==> src/rtl/tc_pl_cap_data_mc.sv <==
// Multi-phase capture engine: triggers the merge front end once per phase, buffers samples
// in a FIFO, drains them as fixed-length ACP bursts and reports one CRC32 over real beats.
module tc_pl_cap_data_mc #(
    parameter int PHASE_W   = 2,
    parameter int POINT_W   = 14,
    parameter int ADDR_W    = 32,
    parameter int DIN_W     = 56,
    parameter int BEAT_W    = 64,
    parameter int FIFO_AW   = 6,
    parameter int BURST_LEN = 16
) (
    input  logic               clk,
    input  logic               rst,
    input  logic               data_en,
    output logic               data_cmpt,
    output logic               busy,
    input  logic [PHASE_W-1:0] cap_phase_number,
    input  logic [POINT_W-1:0] cap_points,
    input  logic [ADDR_W-1:0]  cap_addr,
    input  logic [ADDR_W-1:0]  cap_stride,
    output logic [31:0]        cap_crc32,
    output logic               Gc_cap_trig,
    input  logic               Gc_capr_rdy,
    output logic               Gc_cap_cmpt,
    output logic [PHASE_W-1:0] Gc_cap_phase,
    input  logic [DIN_W-1:0]   Gc_merge_data,
    input  logic               Gc_mereg_datv,
    output logic               Gc_mereg_datr,
    output logic               acp0_tx_en,
    input  logic               acp0_tx_rdy,
    output logic [31:0]        acp0_tx_awaddr,
    output logic [2:0]         acp0_tx_awid,
    output logic [BEAT_W-1:0]  acp0_tx_wdata,
    input  logic               acp0_tx_wdreq,
    output logic [2:0]         cap_state_dbg,
    output logic [1:0]         burst_state_dbg
);
    localparam int LVL_W = FIFO_AW + 1;
    localparam int CNT_W = $clog2(BURST_LEN) + 1;
    localparam logic [LVL_W-1:0]  FIFO_DEPTH  = LVL_W'(1 << FIFO_AW);
    localparam logic [LVL_W-1:0]  BURST_LVL   = LVL_W'(BURST_LEN);
    localparam logic [CNT_W-1:0]  BURST_CNT   = CNT_W'(BURST_LEN);
    localparam logic [ADDR_W-1:0] BURST_BYTES = ADDR_W'(BURST_LEN * BEAT_W / 8);
    localparam logic [31:0]       CRC_POLY    = 32'h04C1_1DB7;

    typedef enum logic [2:0] {S_IDLE, S_TRIG, S_ARM, S_CAP, S_FLUSH, S_DONE} cap_state_t;
    typedef enum logic [1:0] {B_IDLE, B_REQ, B_DATA} burst_state_t;

    cap_state_t   cap_state, cap_next;
    burst_state_t b_state, b_next;

    logic [PHASE_W-1:0] phase, phase_last;
    logic [POINT_W-1:0] points, remaining;
    logic [ADDR_W-1:0]  stride, phase_base, burst_addr, awaddr_q;
    logic [31:0]        crc;
    logic [BEAT_W-1:0]  fifo_mem [0:(1<<FIFO_AW)-1];
    logic [FIFO_AW-1:0] wr_ptr, rd_ptr;
    logic [LVL_W-1:0]   level;
    logic [CNT_W-1:0]   beat_cnt, real_cnt;
    logic push, pop, wdreq_beat, last_sample, burst_start, burst_accept, burst_last;

    function automatic logic [31:0] crc_step(input logic [31:0] c, input logic [BEAT_W-1:0] d);
        logic [31:0] r;
        r = c;
        for (int i = BEAT_W - 1; i >= 0; i--) begin
            if (r[31] ^ d[i]) r = {r[30:0], 1'b0} ^ CRC_POLY;
            else              r = {r[30:0], 1'b0};
        end
        return r;
    endfunction

    // Handshakes: a sample moves on a rising edge with Gc_mereg_datv & Gc_mereg_datr high; a burst
    // is granted on an edge with acp0_tx_en & acp0_tx_rdy high, then each sampled acp0_tx_wdreq
    // consumes one beat whose data appears on acp0_tx_wdata in the following cycle.
    assign Gc_mereg_datr = (cap_state == S_CAP) && (level != FIFO_DEPTH) && (remaining != '0);
    assign push          = Gc_mereg_datv && Gc_mereg_datr;
    assign last_sample   = push && (remaining == POINT_W'(1));
    assign wdreq_beat    = (b_state == B_DATA) && acp0_tx_wdreq;
    assign pop           = wdreq_beat && (beat_cnt < real_cnt);
    assign burst_last    = wdreq_beat && (beat_cnt == BURST_CNT - CNT_W'(1));
    assign burst_accept  = (b_state == B_REQ) && acp0_tx_rdy;
    assign burst_start   = (b_state == B_IDLE) &&
                           ((level >= BURST_LVL) || ((cap_state == S_FLUSH) && (level != '0)));

    always_ff @(posedge clk or negedge rst) begin
        if (!rst) begin
            cap_state <= S_IDLE;
            b_state   <= B_IDLE;
        end else begin
            cap_state <= cap_next;
            b_state   <= b_next;
        end
    end

    always_comb begin
        cap_next = cap_state;
        case (cap_state)
            S_IDLE:  if (data_en) cap_next = S_TRIG;
            S_TRIG:  cap_next = S_ARM;
            S_ARM:   if (Gc_capr_rdy) cap_next = (points == '0) ? S_FLUSH : S_CAP;
            S_CAP:   if (last_sample) cap_next = S_FLUSH;
            S_FLUSH: if ((level == '0) && (b_state == B_IDLE))
                         cap_next = (phase == phase_last) ? S_DONE : S_TRIG;
            S_DONE:  cap_next = S_IDLE;
            default: cap_next = S_IDLE;
        endcase
    end

    always_comb begin
        b_next = b_state;
        case (b_state)
            B_IDLE:  if (burst_start) b_next = B_REQ;
            B_REQ:   if (acp0_tx_rdy) b_next = B_DATA;
            B_DATA:  if (burst_last) b_next = B_IDLE;
            default: b_next = B_IDLE;
        endcase
    end

    always_comb begin
        busy            = (cap_state != S_IDLE);
        data_cmpt       = (cap_state == S_DONE);
        Gc_cap_trig     = (cap_state == S_TRIG);
        Gc_cap_cmpt     = ((cap_state == S_ARM) && Gc_capr_rdy && (points == '0)) ||
                          ((cap_state == S_CAP) && last_sample);
        Gc_cap_phase    = phase;
        acp0_tx_awid    = 3'(phase);
        acp0_tx_en      = (b_state == B_REQ);
        acp0_tx_awaddr  = 32'(awaddr_q);
        cap_state_dbg   = cap_state;
        burst_state_dbg = b_state;
    end

    always_ff @(posedge clk or negedge rst) begin
        if (!rst) begin
            phase         <= '0;
            phase_last    <= '0;
            points        <= '0;
            remaining     <= '0;
            stride        <= '0;
            phase_base    <= '0;
            burst_addr    <= '0;
            awaddr_q      <= '0;
            crc           <= '0;
            cap_crc32     <= '0;
            beat_cnt      <= '0;
            real_cnt      <= '0;
            acp0_tx_wdata <= '0;
        end else begin
            if ((cap_state == S_IDLE) && data_en) begin
                phase      <= '0;
                phase_last <= cap_phase_number;
                points     <= cap_points;
                stride     <= cap_stride;
                phase_base <= cap_addr;
                burst_addr <= cap_addr;
                crc        <= 32'hFFFF_FFFF;
            end
            if ((cap_state == S_ARM) && Gc_capr_rdy) remaining <= points;
            if (push) begin
                remaining <= remaining - POINT_W'(1);
                crc       <= crc_step(crc, BEAT_W'(Gc_merge_data));
            end
            // The burst address restarts at the next phase's region base.
            if ((cap_state == S_FLUSH) && (cap_next == S_TRIG)) begin
                phase      <= phase + PHASE_W'(1);
                phase_base <= phase_base + stride;
                burst_addr <= phase_base + stride;
            end
            if ((cap_state == S_FLUSH) && (cap_next == S_DONE)) cap_crc32 <= ~crc;
            if (burst_start) begin
                awaddr_q <= burst_addr;
                real_cnt <= (level >= BURST_LVL) ? BURST_CNT : CNT_W'(level);
            end
            if (burst_accept) begin
                burst_addr <= burst_addr + BURST_BYTES;
                beat_cnt   <= '0;
            end
            if (wdreq_beat) begin
                beat_cnt      <= beat_cnt + CNT_W'(1);
                acp0_tx_wdata <= pop ? fifo_mem[rd_ptr] : '0;
            end
        end
    end

    always_ff @(posedge clk or negedge rst) begin
        if (!rst) begin
            wr_ptr <= '0;
            rd_ptr <= '0;
            level  <= '0;
        end else begin
            if (push) wr_ptr <= wr_ptr + FIFO_AW'(1);
            if (pop)  rd_ptr <= rd_ptr + FIFO_AW'(1);
            case ({push, pop})
                2'b10:   level <= level + LVL_W'(1);
                2'b01:   level <= level - LVL_W'(1);
                default: level <= level;
            endcase
        end
    end

    always_ff @(posedge clk) begin
        if (push) fifo_mem[wr_ptr] <= BEAT_W'(Gc_merge_data);
    end
endmodule

==> config.mk <==
export PLATFORM = sky130hd
export DESIGN_NAME = tc_pl_cap_data_mc
export DESIGN_NICKNAME = d
export VERILOG_FILES = /design/src/rtl/tc_pl_cap_data_mc.sv
export SDC_FILE = /design/constraint.sdc
export NUM_CORES = 2
export LEC_CHECK = 0
export BUFFER_PORTS_ARGS = -buffer_cell sky130_fd_sc_hd__buf_2
export CORE_UTILIZATION = 60
export DETAILED_ROUTE_END_ITERATION = 12
export PLACE_DENSITY = 0.84
export SYNTH_ARGS = -nofsm -noshare
export SYNTH_HDL_FRONTEND = slang
export SYNTH_SLANG_ARGS = --single-unit
==> constraint.sdc <==
create_clock -name clk -period 9.2 [get_ports clk]
set_input_delay 0.46 -clock clk [delete_from_list [all_inputs] [get_ports clk]]
set_output_delay 0.46 -clock clk [all_outputs]
set_load 0.005 [all_outputs]
* After elaboration in Yosys (flattened, before gate mapping) *
Memory sizes are Yosys's and may differ from the RTL's.
Index checks and enable logic that the tools add are counted.
W data, S select, Z words.

word-level totals
  flip-flop bits (word level) = 322
  RAM bits = 3584
  input port bits = 143
  word-level logic and storage cells = 356
  memories kept = 1

operators by class
  multiplexer cells = 154
  reductions and logical operators = 33
  $add $sub $neg = 9
  equal/unequal tests = 18
  bitwise logic cells = 121
  order comparisons = 2

memories
  name      words  bits a word  rd ports  clocked after Yosys merged registers in  wr ports  RTL line  source
  fifo_mem  64     56           1         0                                        1         56        logic [BEAT_W-1:0] fifo_mem [0:(1<<FIFO_AW)-1];

operators by type and width
  kind                     count
  $mux W32                 68
  $mux W27                 64
  $not A14 Y14             64
  $mux W64                 1
  $xor A1 B1 Y1            56
  $add A32 B32 Y32         1
  $add A32 B8 Y32 const B  1
  $not A32 Y32             1
  $mux W14                 2
  $mux W3                  6
  $logic_and A1 B1 Y1      17
  $mux W5                  3
  $pmux W3 S5              1
  $eq A14 B1 Y1 const B    1
  $logic_not A14 Y1        1
  $pmux W7 S2              1
  $reduce_bool A14 Y1      1
  $sub A14 B1 Y14 const B  1
  $add A6 B1 Y6 const B    2
  $mux W2                  5
  $reduce_bool A2 Y1       5
  $eq A3 B3 Y1 const B     3
  $add A7 B1 Y7 const B    1
  $ge A7 B5 Y1 const B     1
  other kinds (22)         30

* Logic depth before layout (Yosys ltp) *
  word-level depth = 194
  mapped depth = 23
  gate-level depth less buffers = 23

* Worst setup path before layout *
No wires, ideal clock.

  kind = register to register
  start point = register crc[26]
  end point = register crc[8]
  required time = 9.063 ns
  arrival time = 6.324 ns
  clock period less this slack = 6.461 ns
  cell stages (with the launch flop) = 20
  setup slack = 2.739 ns
  cell sequence = dfrtp_1 -> buf_6 -> xor3_1 -> xnor2_1 -> xnor3_1 -> xnor3_1 -> xnor3_1 -> xnor3_1 -> xnor2_2 -> xor2_1 -> xor2_2 -> xnor2_2 -> xnor2_1 -> xnor2_4 -> xor2_1 -> xor2_2 -> xnor2_4 -> xnor2_2 -> xor2_1 -> a21oi_1

between the ends
  word-level cells in the longest chain between the ends = 137
  elaborated cells on any way between the ends = 222
  classes of those cells = mux (123); bitwise (99)

RTL lines
  element                                                  RTL line  source
  from (decl)                                              55        logic [31:0] crc;
  from (signal assigned)                                   161       crc <= crc_step(crc, BEAT_W'(Gc_merge_data));
  $mux W32 (*) (5 in a row)                                159       if (push) begin
  $mux W27 (*)                                             66        if (r[31] ^ d[i]) r = {r[30:0], 1'b0} ^ CRC_POLY;
  $mux W32 (*)                                             159
  $not A14 Y14 (no line)                                   n/a
  $mux W27                                                 66
  $mux W32 (*)                                             159
  $not A14 Y14 (no line) or $mux W27 (tied branches)       n/a
  $mux W27 or $mux W32 (tied branches)                     66, 159
  (+117 left out)                                          n/a
  $mux W27 or $mux W32 (tied branches)                     66, 159
  $mux W32 (*)                                             159
  $not A14 Y14 (no line) or $xor A1 B1 Y1 (tied branches)  n/a
  $mux W27                                                 66
  $mux W32 (*)                                             159
  $not A14 Y14 (no line)                                   n/a
  $mux W27 (*)                                             66
  $mux W32 (*)                                             159

Mark *: on every way between the ends. The rest lies on a longest branch, timed or not. The select of a mux whose other input is x is not followed.
A chain may end at the register's enable or synchronous reset.

* Final worst setup path *
  start point = register crc[26]
  end point = register crc[18]

between the ends
  word-level cells in the longest chain between the ends = 138
  elaborated cells on any way between the ends = 215
  classes of those cells = mux (123); bitwise (92)

RTL lines
  element                                         RTL line
  $mux W32 (*) (5 in a row)                       159
  $mux W27 (*)                                    66
  $mux W32 (*)                                    159
  $mux W27 or $not A14 Y14 (tied branches)        n/a
  $mux W32 (*)                                    159
  $mux W27 (tied with other cells)                66
  $mux W32 (*)                                    159
  $not A14 Y14 (no line) (tied with other cells)  n/a
  (+118 left out)                                 n/a
  $mux W32 (*)                                    159
  $not A14 Y14 (no line)                          n/a
  $mux W27 (*)                                    66
  $mux W32 (*)                                    159
  $mux W27 (*)                                    66
  $mux W32 (*)                                    159
  $mux W27 (*)                                    66
  $mux W32 (*)                                    159

Marks and branches as above.

==> results.yml <==
outcome:
  status: "complete, no violations"
setup_path:
  path_max_fanout: 8
  start_kind: "flip-flop"
  rr_worst_depth: 19
  r2r-end: "crc[18]"
  path_delay_family: "XOR/XNOR gates"
  worstSetupEndpointType: "flip-flop"
  crit_chain: "xnor2_1, xor2_1, xnor3_1, xnor2_2, xnor3_1, xnor2_1, xnor2_1, xor2_1, xnor2_1, xnor2_1, xor2_1, xnor2_1, xor2_1, xnor2_1, xor2_1, xnor2_1, xnor2_1, xnor2_1, a21oi_1"
  worstPathRequired_ps: 9970
  cp_slowest_stage_delay_ps: 670
  cp_common_cell: "xnor2_1"
  worst-path-buf-inv: 0
  rrSetupSlack_ps: 1130
  cp.arrival_ps: 8840
  crit_type: "reg2reg"
  r2r_start: "crc[26]"
  cpMaxStageDelayCell: "xnor2_1"
floorplanning:
  ios: 287
  initial_core_util: 0.605
  die_width_um: 511
  die_area_um2: 261000
  rows: 186
  die_h_um: 511
  core_area_um2: 257000
placed_design:
  gp_congestion: 0.937
  pre_cts_ws_ps: 942
  place_inst: 10632
  port_buffers: 277
  dp_hpwl_um: 250000
clocking:
  ctsHtreeMaxLevel: 5
  cts_tree: "yes"
  clock_sinks: 3898
  cts.path.max_buffers: 4
  postCtsSetupRepairBufs: 0
  clock_latency_ps: 960
  clkTransAtPathRegs_ps: 70
  cts_root_buf: "clkbuf_16"
  postCtsResizedCells: 0
  cts_buffers: 383
yosys:
  ys_types: 69
  yosys.area.top_type: "edfxtp_1"
  postSynthCellCount: 7077
  synthTopCellsByCount: "3,584 x edfxtp_1, 1,176 x mux4_2, 363 x xnor2_1"
  synth_ff_type: "edfxtp_1"
  ys_ff_latch: 3898
  synth_edf_count: 3584
  synthTopCellsByArea: "edfxtp_1 69%, mux4_2 17%, dfrtp_1 5.0%"
  synth_warnings: 0
  synth.top_cell.area_share: 0.691
  synth.most_common_cell: "edfxtp_1"
  netlist_area_um2: 156000
  seq_area_frac_synth: 0.742
  syn_avg_cell_area_um2: 22.0
  synthArstFlopShare: 0.0806
route:
  viasPerCell: 7.43
  drc: 0
  via_count: 85156
  wl_per_cell_um: 43.5
  firstDrtPassIters: 7
  drt_wl_total_um: 499000
  drt_iter0_drc: 16839
  ant_nets: 0
global_routing:
  grt_max_degree: 130
  antenna_found_initial: 51
  grt_util_all_layers: 0.384
  grt_pass1_wl_um: 687000
  grt_pass1_vias: 86933
  gr-total-overflow: 0
sta:
  period_needed_ps: 8070
  max-slew-margin-rel: 0.0788
  setup_slack_ps: 1130
  grt_setup_unrepaired: "false"
  setup_viol: 0
  max_slew.worst_pin.slew_ps: 1380
  finalCritPeriodShare: 0.877
  clock-skew-final_ps: 96.4
  fmax_mhz: 124
  setup_tns_ps: 0
  hold_violations: 0
  slew_violations: 0
run:
  cap_violations: 0
finish:
  fill_cells: 14399
  final_layout_size_suffix_gt1_frac: 0.303
  syn2layout_area_growth_pct: 13.3
  multiInputGateArea_um2: 39100
  fin_nets: 7923
  final_cell_count_no_fill: 11460
  register_area_um2: 116000
min_path:
  worstHoldPathType: "in2async"
cells by family (layout without fill, tap and decap cells):
family / Yosys count / after routing / synth area share
muxes: 1212 / 1212 / 0.173
adders and majority gates: 50 / 50 / 0.00412
buffers and inverters: 398 / 1366 / 0.0100
DFF: 3898 / 3898 / 0.742
xor gates and xnor gates: 560 / 560 / 0.0395
other: 1 / 32 / 0.0000241
and+or+nand+nor: 606 / 606 / 0.0168
AOI/OAI and AO/OA: 352 / 352 / 0.0149
per-layer routing:
layer	global-route usage	share of wire	vias up
li1	-	-	30606
met1	0.474	0.30	43016
met2	0.594	0.47	9138
met3	0.111	0.14	2354
met4	0.263	0.085	42
met5	0.000913	0.00075	-
cell usage in the layout (no fill, tap or decap), types with 78 or more instances in the layout:
master	count
nand2_1	327
edfxtp_1	3584
buf_4	226
o21ai_0	127
dfrtp_1	308
clkbuf_16	388
clkbuf_1	78
xor2_1	101
xnor2_1	363
buf_2	276
dlygate4sd3_1	96
mux4_2	1176
worst max-delay path by stage:
stage | from | end | slack [ps] | cells after the start
2_1_floorplan | crc[26] | crc[8] | 2740 | 19
3_3_place_gp | Gc_merge_data[48] | crc[18] | 880 | 20
3_5_place_dp | Gc_merge_data[48] | crc[18] | 940 | 20
4_1_cts | crc[26] | crc[18] | 1130 | 19
5_1_grt | crc[26] | crc[18] | 750 | 19
6_report | crc[26] | crc[18] | 1130 | 19
what timing repair did:
| item | CTS | global route |
|---|---|---|
| endpoints found under the setup margin | 0 | 0 |
| hold endpoints to repair | 219 | 0 |
| hold buffers | 96 | 0 |
state kept, by name, summed over array words and instances (netlist names):
register	cells
fifo_mem	3584
acp0_tx_wdata	56
acp0_tx_awaddr	32
burst_addr	32
cap_crc32	32
crc	32
phase_base	32
stride	32
points	14
remaining	14
level	7
rd_ptr	6
wr_ptr	6
beat_cnt	5
real_cnt	5
cap_state_dbg	3
Gc_cap_phase	2
burst_state_dbg	2
phase_last	2
final cells by class:
| cell class | count | area share |
|---|---|---|
| sequential | 3898 | 0.655 |
| multi-input combinational | 2789 | 0.222 |
| clock buffer | 483 | 0.0581 |
| timing repair buffer | 617 | 0.0250 |
| tap | 3384 | 0.0240 |
| clock inverter | 225 | 0.0147 |
| inverter | 41 | 0.000887 |
| antenna | 23 | 0.000326 |
through the flow:
stage	cell area (um2)	hold WS [ps]	util
6_report	176000	42.1	0.685
5_1_grt	176000	55.6	0.685
4_1_cts	176000	45.0	0.685
3_5_place_dp	162000	428	0.631
3_3_place_gp	162000	419	0.631
2_1_floorplan	156000	164	-
Power is left out: the tool's default activity adds up to more than one toggle a clock period on the data nets, which glitch-free logic cannot reach.
